==> config.mk <==
export PLATFORM = sky130hd
export DESIGN_NAME = wb_port_scheduler
export DESIGN_NICKNAME = d
export VERILOG_FILES = /design/src/rtl/wb_port_scheduler.sv
export SDC_FILE = /design/constraint.sdc
export NUM_CORES = 1
export LEC_CHECK = 0
export ABC_AREA = 1
export CORE_MARGIN = 4
export CORE_UTILIZATION = 44
export CTS_BUF_LIST = sky130_fd_sc_hd__clkbuf_8
export DETAILED_ROUTE_END_ITERATION = 16
export PLACE_DENSITY = 0.87
export SLEW_MARGIN = 10
export SYNTH_ARGS = -nofsm -noshare
export SYNTH_HDL_FRONTEND = slang
export SYNTH_SLANG_ARGS = --single-unit
==> constraint.sdc <==
create_clock -name clk -period 2.4 [get_ports clk]
set_input_delay 0.48 -clock clk [delete_from_list [all_inputs] [get_ports clk]]
set_output_delay 0.48 -clock clk [all_outputs]
set_load 0.1 [all_outputs]
==> src/rtl/wb_port_scheduler.sv <==
// Write-back port scheduler: shares one register-file write port between ALU and a
// fixed-latency multiplier, with RAW/WAW/structural issue stalls. Optional macro: WB_COLLISION_CHK_EN.
module wb_port_scheduler #(
    parameter int REG_ADDR = 5,
    parameter int DATA_W   = 32,
    parameter int ALU_LAT  = 2,
    parameter int MUL_LAT  = 4
) (
    input  logic                clk,
    input  logic                rst_n,
    input  logic                issue_valid,
    input  logic                issue_mul,
    input  logic                issue_we,
    input  logic [REG_ADDR-1:0] issue_ra,
    input  logic [REG_ADDR-1:0] issue_rb,
    input  logic [REG_ADDR-1:0] issue_wb,
    output logic                issue_stall,
    input  logic [DATA_W-1:0]   mul_data,
    input  logic                alu_we,
    input  logic [REG_ADDR-1:0] alu_waddr,
    input  logic [DATA_W-1:0]   alu_wdata,
    output logic                rf_we,
    output logic [REG_ADDR-1:0] rf_waddr,
    output logic [DATA_W-1:0]   rf_wdata,
    output logic                mul_busy,
    output logic                wb_collision
);
    localparam int NREG = 2**REG_ADDR;
    localparam int CW   = $clog2(MUL_LAT);
    localparam logic [CW-1:0] ALU_CNT  = CW'(ALU_LAT);
    localparam logic [CW-1:0] MUL_LOAD = CW'(MUL_LAT - 1);

    logic                busy;
    logic                mul_we;
    logic [CW-1:0]       cnt;
    logic [REG_ADDR-1:0] mul_dest;
    logic [NREG-1:0]     pending;
    logic [NREG-1:0]     pending_nxt;
    logic                wr_cycle;
    logic                accept;
    logic                st_struct, st_port, st_raw_a, st_raw_b, st_waw;

    assign wr_cycle = busy && (cnt == '0);
    assign mul_busy = busy;

    // A pending register being written this very cycle is bypassed downstream, so it does not stall.
    always_comb begin
        st_struct   = issue_mul && busy && (cnt != '0);
        st_port     = !issue_mul && issue_we && busy && (cnt == ALU_CNT);
        st_raw_a    = (issue_ra != '0) && pending[issue_ra] && !(wr_cycle && (mul_dest == issue_ra));
        st_raw_b    = (issue_rb != '0) && pending[issue_rb] && !(wr_cycle && (mul_dest == issue_rb));
        st_waw      = issue_we && (issue_wb != '0) && pending[issue_wb]
                      && !(wr_cycle && (mul_dest == issue_wb));
        issue_stall = issue_valid && (st_struct || st_port || st_raw_a || st_raw_b || st_waw);
    end

    assign accept = issue_valid && !issue_stall;

    always_comb begin
        rf_we    = alu_we;
        rf_waddr = alu_waddr;
        rf_wdata = alu_wdata;
        if (wr_cycle) begin
            rf_we    = mul_we;
            rf_waddr = mul_dest;
            rf_wdata = mul_data;
        end
    end

    always_ff @(posedge clk or negedge rst_n) begin
        if (!rst_n) begin
            busy     <= 1'b0;
            mul_we   <= 1'b0;
            cnt      <= '0;
            mul_dest <= '0;
        end else if (accept && issue_mul) begin
            busy     <= 1'b1;
            mul_we   <= issue_we;
            cnt      <= MUL_LOAD;
            mul_dest <= issue_wb;
        end else if (busy) begin
            if (cnt != '0) cnt <= cnt - 1'b1;
            else           busy <= 1'b0;
        end
    end

    // Set after clear so a same-index reissue in the write cycle keeps the bit.
    always_comb begin
        pending_nxt = pending;
        if (wr_cycle) pending_nxt[mul_dest] = 1'b0;
        if (accept && issue_mul && issue_we && (issue_wb != '0)) pending_nxt[issue_wb] = 1'b1;
    end

    always_ff @(posedge clk or negedge rst_n) begin
        if (!rst_n) pending <= '0;
        else        pending <= pending_nxt;
    end

`ifdef WB_COLLISION_CHK_EN
    logic collision;
    always_ff @(posedge clk or negedge rst_n) begin
        if (!rst_n)                            collision <= 1'b0;
        else if (wr_cycle && mul_we && alu_we) collision <= 1'b1;
    end
    assign wb_collision = collision;
`else
    assign wb_collision = 1'b0;
`endif

endmodule

# After elaboration in Yosys (flattened, before gate mapping)
# Index checks and enable logic that the tools add are counted.
[totals] inputBits=90 ff_bits=41 elab_cells=80
[classes] reduce_logical=40 addsub=1 n_bitwise=3 mux=21 eq_ne=4 n_lt_le_gt_ge=6
[op_table] operator="2-to-1 mux 32 bit" count=3
[op_table] operator="AND 32 bit" count=1
[op_table] operator="NOT 32 bit" count=1
[op_table] operator="bitwise OR 32 bit" count=1
[op_table] operator="less-than comparator 5 x 6 -> 1 bit, second input constant" count=4
[op_table] operator="logical AND 1 bit" count=23
[op_table] operator="binary-select mux 1 bit (select 5 bit)" count=3
[op_table] operator="== test 5 bit" count=3
[op_table] operator="nonzero test 5 bit" count=3
[op_table] operator="demux 1 bit (select 5 bit)" count=2
[op_table] operator="greater-or-equal comparator 5 x 1 -> 1 bit, second input constant" count=2
[op_table] operator="2-to-1 mux 1 bit" count=9
[op_table] operator="2-to-1 mux 2 bit" count=3
[op_table] operator="nonzero test 2 bit" count=3
[op_table] operator="logical NOT 1 bit" count=5
[op_table] operator="2-to-1 mux 5 bit" count=1
[op_table] operator="logical OR 1 bit" count=4
[op_table] operator="== test 2 bit, second input constant" count=1
[op_table] operator="logical NOT 2 bit" count=1
[op_table] operator="AND reduction 2 bit" count=1
[op_table] operator="subtractor 2 x 1 -> 2 bit, second input constant" count=1

# Longest topological paths before layout
# Gate-level depths: netlist of the first run.
[depth] word_depth=15 ltp_mapped=17 depth_no_buf=15

# Worst setup path before layout of the first run
# No wires, ideal clock.
[synth_path] kind="register to output" from="register busy, in the netlist mul_busy" to="output rf_waddr[1]" n_path_buf=1 arrival_time_ns=3.537 required_time_ns=1.920 setup_slack_ns=-1.617 path_stages_with_launch=4 cell_sequence="dfrtp_1 nand2_2 clkbuf_1 o21ai_0"
[synth_via] elab_chain_len=2
[synth_lines] item="start, declared" line="33" rtl="logic busy;"
[synth_lines] item="start signal, assigned" line="72" rtl="busy <= 1'b0;"
[synth_lines] item="start signal, assigned" line="77" rtl="busy <= 1'b1;"
[synth_lines] item="start signal, assigned" line="83" rtl="else busy <= 1'b0;"
[synth_lines] item="logical AND 1 bit" line="43" rtl="assign wr_cycle = busy && (cnt == '0);"
[synth_lines] item="2-to-1 mux 5 bit" line="63" rtl="if (wr_cycle) begin"
[synth_lines] item="end, declared" line="23" rtl="output logic [REG_ADDR-1:0] rf_waddr,"
# Every way passes these cells.

# Worst setup path after layout of the first run
[layout_path] from="register cnt[0]" to="output issue_stall"
[layout_via] elab_chain_len=9
[layout_lines] item="start, declared" line="35" rtl="logic [CW-1:0] cnt;"
[layout_lines] item="start signal, assigned" line="82" rtl="if (cnt != '0) cnt <= cnt - 1'b1;"
[layout_lines] item="logical NOT 2 bit" line="43"
[layout_lines] item="logical AND 1 bit" line="43"
[layout_lines] item="logical AND 1 bit" line="50" rtl="st_raw_a = (issue_ra != '0) && pending[issue_ra] && !(wr_cycle && (mul_dest == issue_ra));"
[layout_lines] item="logical NOT 1 bit" line="50"
[layout_lines] item="logical AND 1 bit" line="50"
[layout_lines] item="logical OR 1 bit (2 in series)" line="54" rtl="issue_stall = issue_valid && (st_struct || st_port || st_raw_a || st_raw_b || st_waw);"
[layout_lines] item="logical OR 1 bit (*)" line="54"
[layout_lines] item="logical AND 1 bit (*)" line="54"
[layout_lines] item="end, declared" line="17" rtl="output logic issue_stall,"
# Every way passes the cells marked *; elsewhere a longest branch is shown, timed or not.

==> impl_metrics.ini, run 1 <==
[sta]
setup_viol = 1
slew_headroom = 0.665
finalCritPeriodShare = 1.12
fin_skew_ns = 0.00736
rsz0062_at_grt = yes
worst_pin_slew_ns = 0.500
finalHoldViolCount = 0
fmaxAchievable_mhz = 373
worst_slack_ns = -0.281
period_minus_slack_ns = 2.68
final_max_slew_viol_count = 0
timing.hold.ws_ns = 0.0823

[critical_path]
arrival_ns = 2.20
r2r_cells = 16
critPathMaxFanout = 4
end_kind = output pin
path_class = flip-flop to output pin
startpoint_type = flip-flop
crit_required_ns = 1.92

[cts]
postCtsHoldBufs = 0
clk_latency_ns = 0.31
clock_path_buffers = 2
htreeDepth = 2
cts_inserted_buffers = 5
root_buffer = clkbuf_8
clock_sinks = 41
path_clk_slew_ns = 0.08
cts_tree = yes

[floorplanning]
dieArea_um2 = 9940
start_util = 0.450
die_x_um = 99.7
core_um2 = 8220
die_y_um = 99.7
rows = 33
io_pins = 131

[drt]
dr_total_vias = 5330
drtAntennaViolNets = 0
drt_first_iter_violations = 1014
wl_per_cell_um = 18.0
drc_errors = 0
wl_met2_um = 7940
firstDrtPassIters = 11
drt-met1-wl_um = 5770
vias_per_cell = 5.79
highest_layer = met4
wl_um = 16600
wl_met3_um = 2020

[logic_synthesis]
synth_seq_area_share = 0.277
synth_nets = 734
netlist_area_um2 = 3700
netlist.area_leader.share = 0.317
ys.flop_type = dfrtp_1
synthArstFlopShare = 1.00
synth_cell_type_count = 32
synth_edf_count = 0
ys_ff_latch = 41
yosys.cell_count.top_type = nand2_1
synthTopCellsByArea = nand2_1 (32%), dfrtp_1 (28%), nand3_1 (6.5%)
synthCells = 642
synth_top_cell_by_area = nand2_1
ys_top_cells_by_count = nand2_1 (312), inv_1 (50), nand3_1 (48), o21ai_0 (45), dfrtp_1 (41)
ys_warn_count = 0
synth.avg_cell_area_um2 = 5.76

[global_routing]
grt_pass1_wl_um = 25400
grt_max_degree = 42
overflow = 0
grt_usage = 0.320
grt_pass1_vias = 5113
antenna_found_initial = 0

[placement]
dp.cells = 893
io_buffers = 129
gp_congestion = 0.994
dpl.hpwl_um = 11500

[final_layout]
areaGrowthSynthToFinish_pct = 66.4
nNetsFinal = 906
final-instance-count-excl-fill = 920
diodes = 0
drive_above_1_share = 0.191

[power]
leakage_nw = 3.08
power_density_nw_per_um2 = 910
ir_worst_vdd_uv = 600

[outcome]
violations = negative setup slack
outcome = complete, but fails checks

[worst_hold_path]
hold_path_class = input pin to async pin

[run]
maxCapViolations = 0
## per-layer routing
layer	up-vias	GRT usage
li1	2410	-
met2	409	0.525
met4	0	0.148
met3	119	0.0870
met5	-	0
met1	2392	0.388
## registers in the layout, summed over array words and instances (netlist names)
register  count
pending      32
mul_dest      5
mul_busy      1
cnt           2
mul_we        1
## kinds of logic after synthesis
logic type      after synthesis  share of synthesized area
xor+xnor                      3                    0.00711
fa+ha+maj                     2                    0.00676
flops                        41                      0.277
other cells                   1                    0.00101
compound gates               79                      0.113
simple gates                423                      0.478
buf+inv                      93                      0.116
## where the power goes
| group | leakage [nW] | internal [mW] | switching (mW) |
|---|---|---|---|
| combinational | 2.61 | 1.32 | 2.29 |
| clock | 0.0626 | 0.335 | 0.262 |
| sequential | 0.408 | 0.982 | 0.404 |
## worst max-delay path: stages, from the launching register on
cell and delay, ns:
dfrtp_1 0.41, inv_2 0.09, ha_4 0.16, nand2_4 0.06
inv_4 0.09, o21ai_2 0.06, nor2_1 0.12, nand3_1 0.10
nand2_2 0.09, inv_2 0.05, a21oi_4 0.18, nand3_4 0.12
nand2_4 0.09, clkinvlp_4 0.09, buf_12 0.17
## area by class of cell
type	instances	area, µm²
multi-input combinational	508	2320
timing repair buffer	200	2320
fill	584	2060
sequential	41	1030
inverter	57	233
tap	105	131
clock buffer	6	82.6
clock inverter	2	33.8
timing repair inverter	1	5.00
## worst paths after layout
check,slack [ns],start,to
setup / recovery,-0.28,cnt[0],issue_stall
hold / removal,0.08,rst_n,mul_dest[2]
setup reg to reg,0.05,cnt[0],pending[6]
hold reg to reg,0.55,mul_we,mul_we
max in group asynchronous,1.62,rst_n,pending[4]
min in group clk,0.55,mul_we,mul_we
## cell usage in the layout (no fill, tap or decap), types with 2 or more instances in the layout
master	count
buf_6	2
o22ai_1	9
nand2_1	309
a31oi_1	2
xor2_1	3
clkinv_2	3
a21oi_1	9
dlygate4sd2_1	9
nand2_2	2
buf_4	61
buf_2	2
clkdlybuf4s50_1	77
inv_4	5
o21ai_0	38
inv_2	6
o21ai_1	12
clkbuf_8	6
buf_12	47
nor3_1	12
nor2_1	12
inv_1	43
nand3_1	47
nand2_4	2
nor2_2	3
nand4_1	31
o21ai_2	6
dfrtp_1	40
## through the flow
step	area (µm²)	util	power [mW]	worst slack (ns)	TNS, ns
3_5_place_dp	5800	0.706	4.63	-0.614	-14.70
6_report	6150	0.749	5.60	-0.281	-0.281
4_1_cts	6090	0.741	5.35	-0.205	-0.205
5_1_grt	6150	0.749	5.83	-0.338	-0.338
2_1_floorplan	3740	-	3.28	0.0140	0
3_3_place_gp	5800	0.706	4.54	-0.553	-10.59
## repair_timing
action / in CTS / in global routing
pin swaps: 8 / 7
resized for setup: 43 / 9
endpoints found under the setup margin: 79 / 39
buffers inserted: 12 / 4
cloned: 3 / 0
Note: power is estimated with default switching activity, not from simulation.
==> inputs of run 2 (changes only) <==
--- a/config.mk
+++ b/config.mk
@@ -7,10 +7,10 @@
 export LEC_CHECK = 0
 export ABC_AREA = 1
 export CORE_MARGIN = 4
-export CORE_UTILIZATION = 44
+export CORE_UTILIZATION = 40
 export CTS_BUF_LIST = sky130_fd_sc_hd__clkbuf_8
 export DETAILED_ROUTE_END_ITERATION = 16
-export PLACE_DENSITY = 0.87
+export PLACE_DENSITY = 0.8
 export SLEW_MARGIN = 10
 export SYNTH_ARGS = -nofsm -noshare
 export SYNTH_HDL_FRONTEND = slang
==> run 2 against run 1 <==
  * The flow still finishes with violations (negative setup slack)
  * Register-to-register slack better by 0.16 ns
  * Power fell by 5.6%
  * Largest cell class unchanged
  * Maximum frequency grew 5.8%
  * Clock-buffer cell count increased by 1
  * Sequential share of layout area rose by 0.20 points
  * Largest power group unchanged
  * Clock power is 15% lower
  * Routed wire length is 8.1% lower
  * Global-route usage is 4.9 points lower
  * Clock skew is 0.0016 ns higher
  * Final area is 1.2% lower
==> impl_metrics.ini, run 2 (same netlist as run 1, synthesis figures left out) <==
[critical_path]
r2r-start = cnt[0]
slowest_delay_ns = 0.49
crit_top_cell = nand3_1
crit_required_ns = 1.92
path_cells = clkdlybuf4s50_1, inv_1, o22ai_1, nor3_1, nand3_1, nand3_1, nand3_4, nand2_4, clkinvlp_4, buf_12
arrival_ns = 2.05
startpoint = issue_rb[3]
critical_path_buf_inv_count = 4
end_kind = output pin
startpoint_type = input pin
crit_slowest_cell = clkdlybuf4s50_1
critPathMaxFanout = 3
path_class = input pin to output pin
critPathTopFamily = buffers and inverters

[sta]
rsz0062_at_grt = yes
fmaxAchievable_mhz = 395
fin_skew_ns = 0.00894
timing.hold.ws_ns = 0.114
finalHoldViolCount = 0
worst_slack_ns = -0.133
finalCritPeriodShare = 1.06
final_max_slew_viol_count = 0
setup_viol = 1
period_minus_slack_ns = 2.53

[global_routing]
antenna_found_initial = 0
grt_pass1_vias = 4756
overflow = 0
grt_max_degree = 35
grt_pass1_wl_um = 24000
grt_usage = 0.271

[cts]
path_clk_slew_ns = 0.08
htreeDepth = 2
clk_latency_ns = 0.30
cts_inserted_buffers = 5
clock_path_buffers = 2
clock_sinks = 41
root_buffer = clkbuf_8
cts_tree = yes

[final_layout]
layout_commonest_cell = nand2_1
seq_area_um2 = 1030
largest_registers = pending (32), mul_dest (5), cnt (2)
areaGrowthSynthToFinish_pct = 64.4
diodes = 0
largest-register = pending
fillCellCount = 748
drive_above_1_share = 0.189
multiInputGateArea_um2 = 2320
largest_reg_flops = 32
nNetsFinal = 899
layout_common_cells = nand2_1 (310), clkdlybuf4s50_1 (76), buf_4 (57)

[placement]
dpl.hpwl_um = 11700
pre_cts_ws_ns = -0.602
io_buffers = 129
gp_congestion = 1.02

[outcome]
violations = negative setup slack
outcome = complete, but fails checks

[drt]
wl_per_cell_um = 16.7
drtAntennaViolNets = 0
vias_per_cell = 5.52
drc_errors = 0
firstDrtPassIters = 5
drt_first_iter_violations = 616
dr_total_vias = 5054
wl_um = 15300

[floorplanning]
io_pins = 131
dieArea_um2 = 10800
rows = 34
die_x_um = 104
core_um2 = 8850
start_util = 0.418
die_y_um = 104

[worst_hold_path]
hold_path_class = input pin to async pin

[power]
power_density_nw_per_um2 = 869
leakage_nw = 3.03
ir_worst_vdd_uv = 597

[run]
maxCapViolations = 0
## run 2: final timing paths
check / endpoint / slack [ns] / cells after the start
setup / recovery: issue_stall / -0.13 / 10
hold / removal: mul_dest[4] / 0.11 / 1
setup reg to reg: pending[1] / 0.21 / 16
hold reg to reg: pending[2] / 0.54 / 2
max in group asynchronous: pending[26] / 1.71 / 2
min in group clk: pending[2] / 0.54 / 2
## run 2: repair_timing
action,in CTS,in global routing
setup buffers,9,2
endpoints found under the setup margin,50,14
gates resized for setup,49,9
hold buffers,0,0
pin swaps,12,6
cloned,3,0
## run 2: worst reg2reg max path, stage by stage, from the launching register on
cell,delay [ns]
dfrtp_1,0.40
inv_2,0.08
ha_4,0.14
nand2_4,0.06
inv_4,0.07
o21ai_2,0.06
nor2_1,0.09
nand3_1,0.07
nand2_1,0.08
inv_2,0.05
a21oi_4,0.18
nand3_4,0.12
buf_4,0.16
nor2_4,0.15
buf_4,0.19
nand4_1,0.13
nand2_1,0.09
## run 2: layout make-up
cell class	instances	share of cell area
Clock buffer	7	0.0158
Multi-Input combinational cell	508	0.381
Sequential cell	41	0.169
Timing Repair Buffer	194	0.371
Tap cell	108	0.0222
Inverter	57	0.0389
Clock inverter	1	0.000823
## run 2: through the flow
stage	total power, mW	area, µm²	util	TNS [ns]	std cells
4_1_cts	5.19	6040	0.682	-0.204	915
5_1_grt	5.57	6080	0.687	-0.267	916
2_1_floorplan	3.28	3740	-	0	642
3_3_place_gp	4.51	5770	0.652	-11.29	896
6_report	5.28	6080	0.687	-0.133	916
3_5_place_dp	4.58	5770	0.652	-13.90	896
## run 2: power breakdown
group          switching (mW)  internal, mW  total [mW]
clock network           0.246         0.260       0.506
logic                    2.18          1.25        3.43
registers               0.363         0.982        1.35
total                    2.79          2.50        5.28
## run 2: per-layer routing
layer,up-vias,part of all wire,GRT usage
li1,2403,-,-
met1,2299,0.38,0.342
met2,305,0.50,0.474
met3,47,0.092,0.0459
met4,0,0.028,0.0807
met5,-,0,0
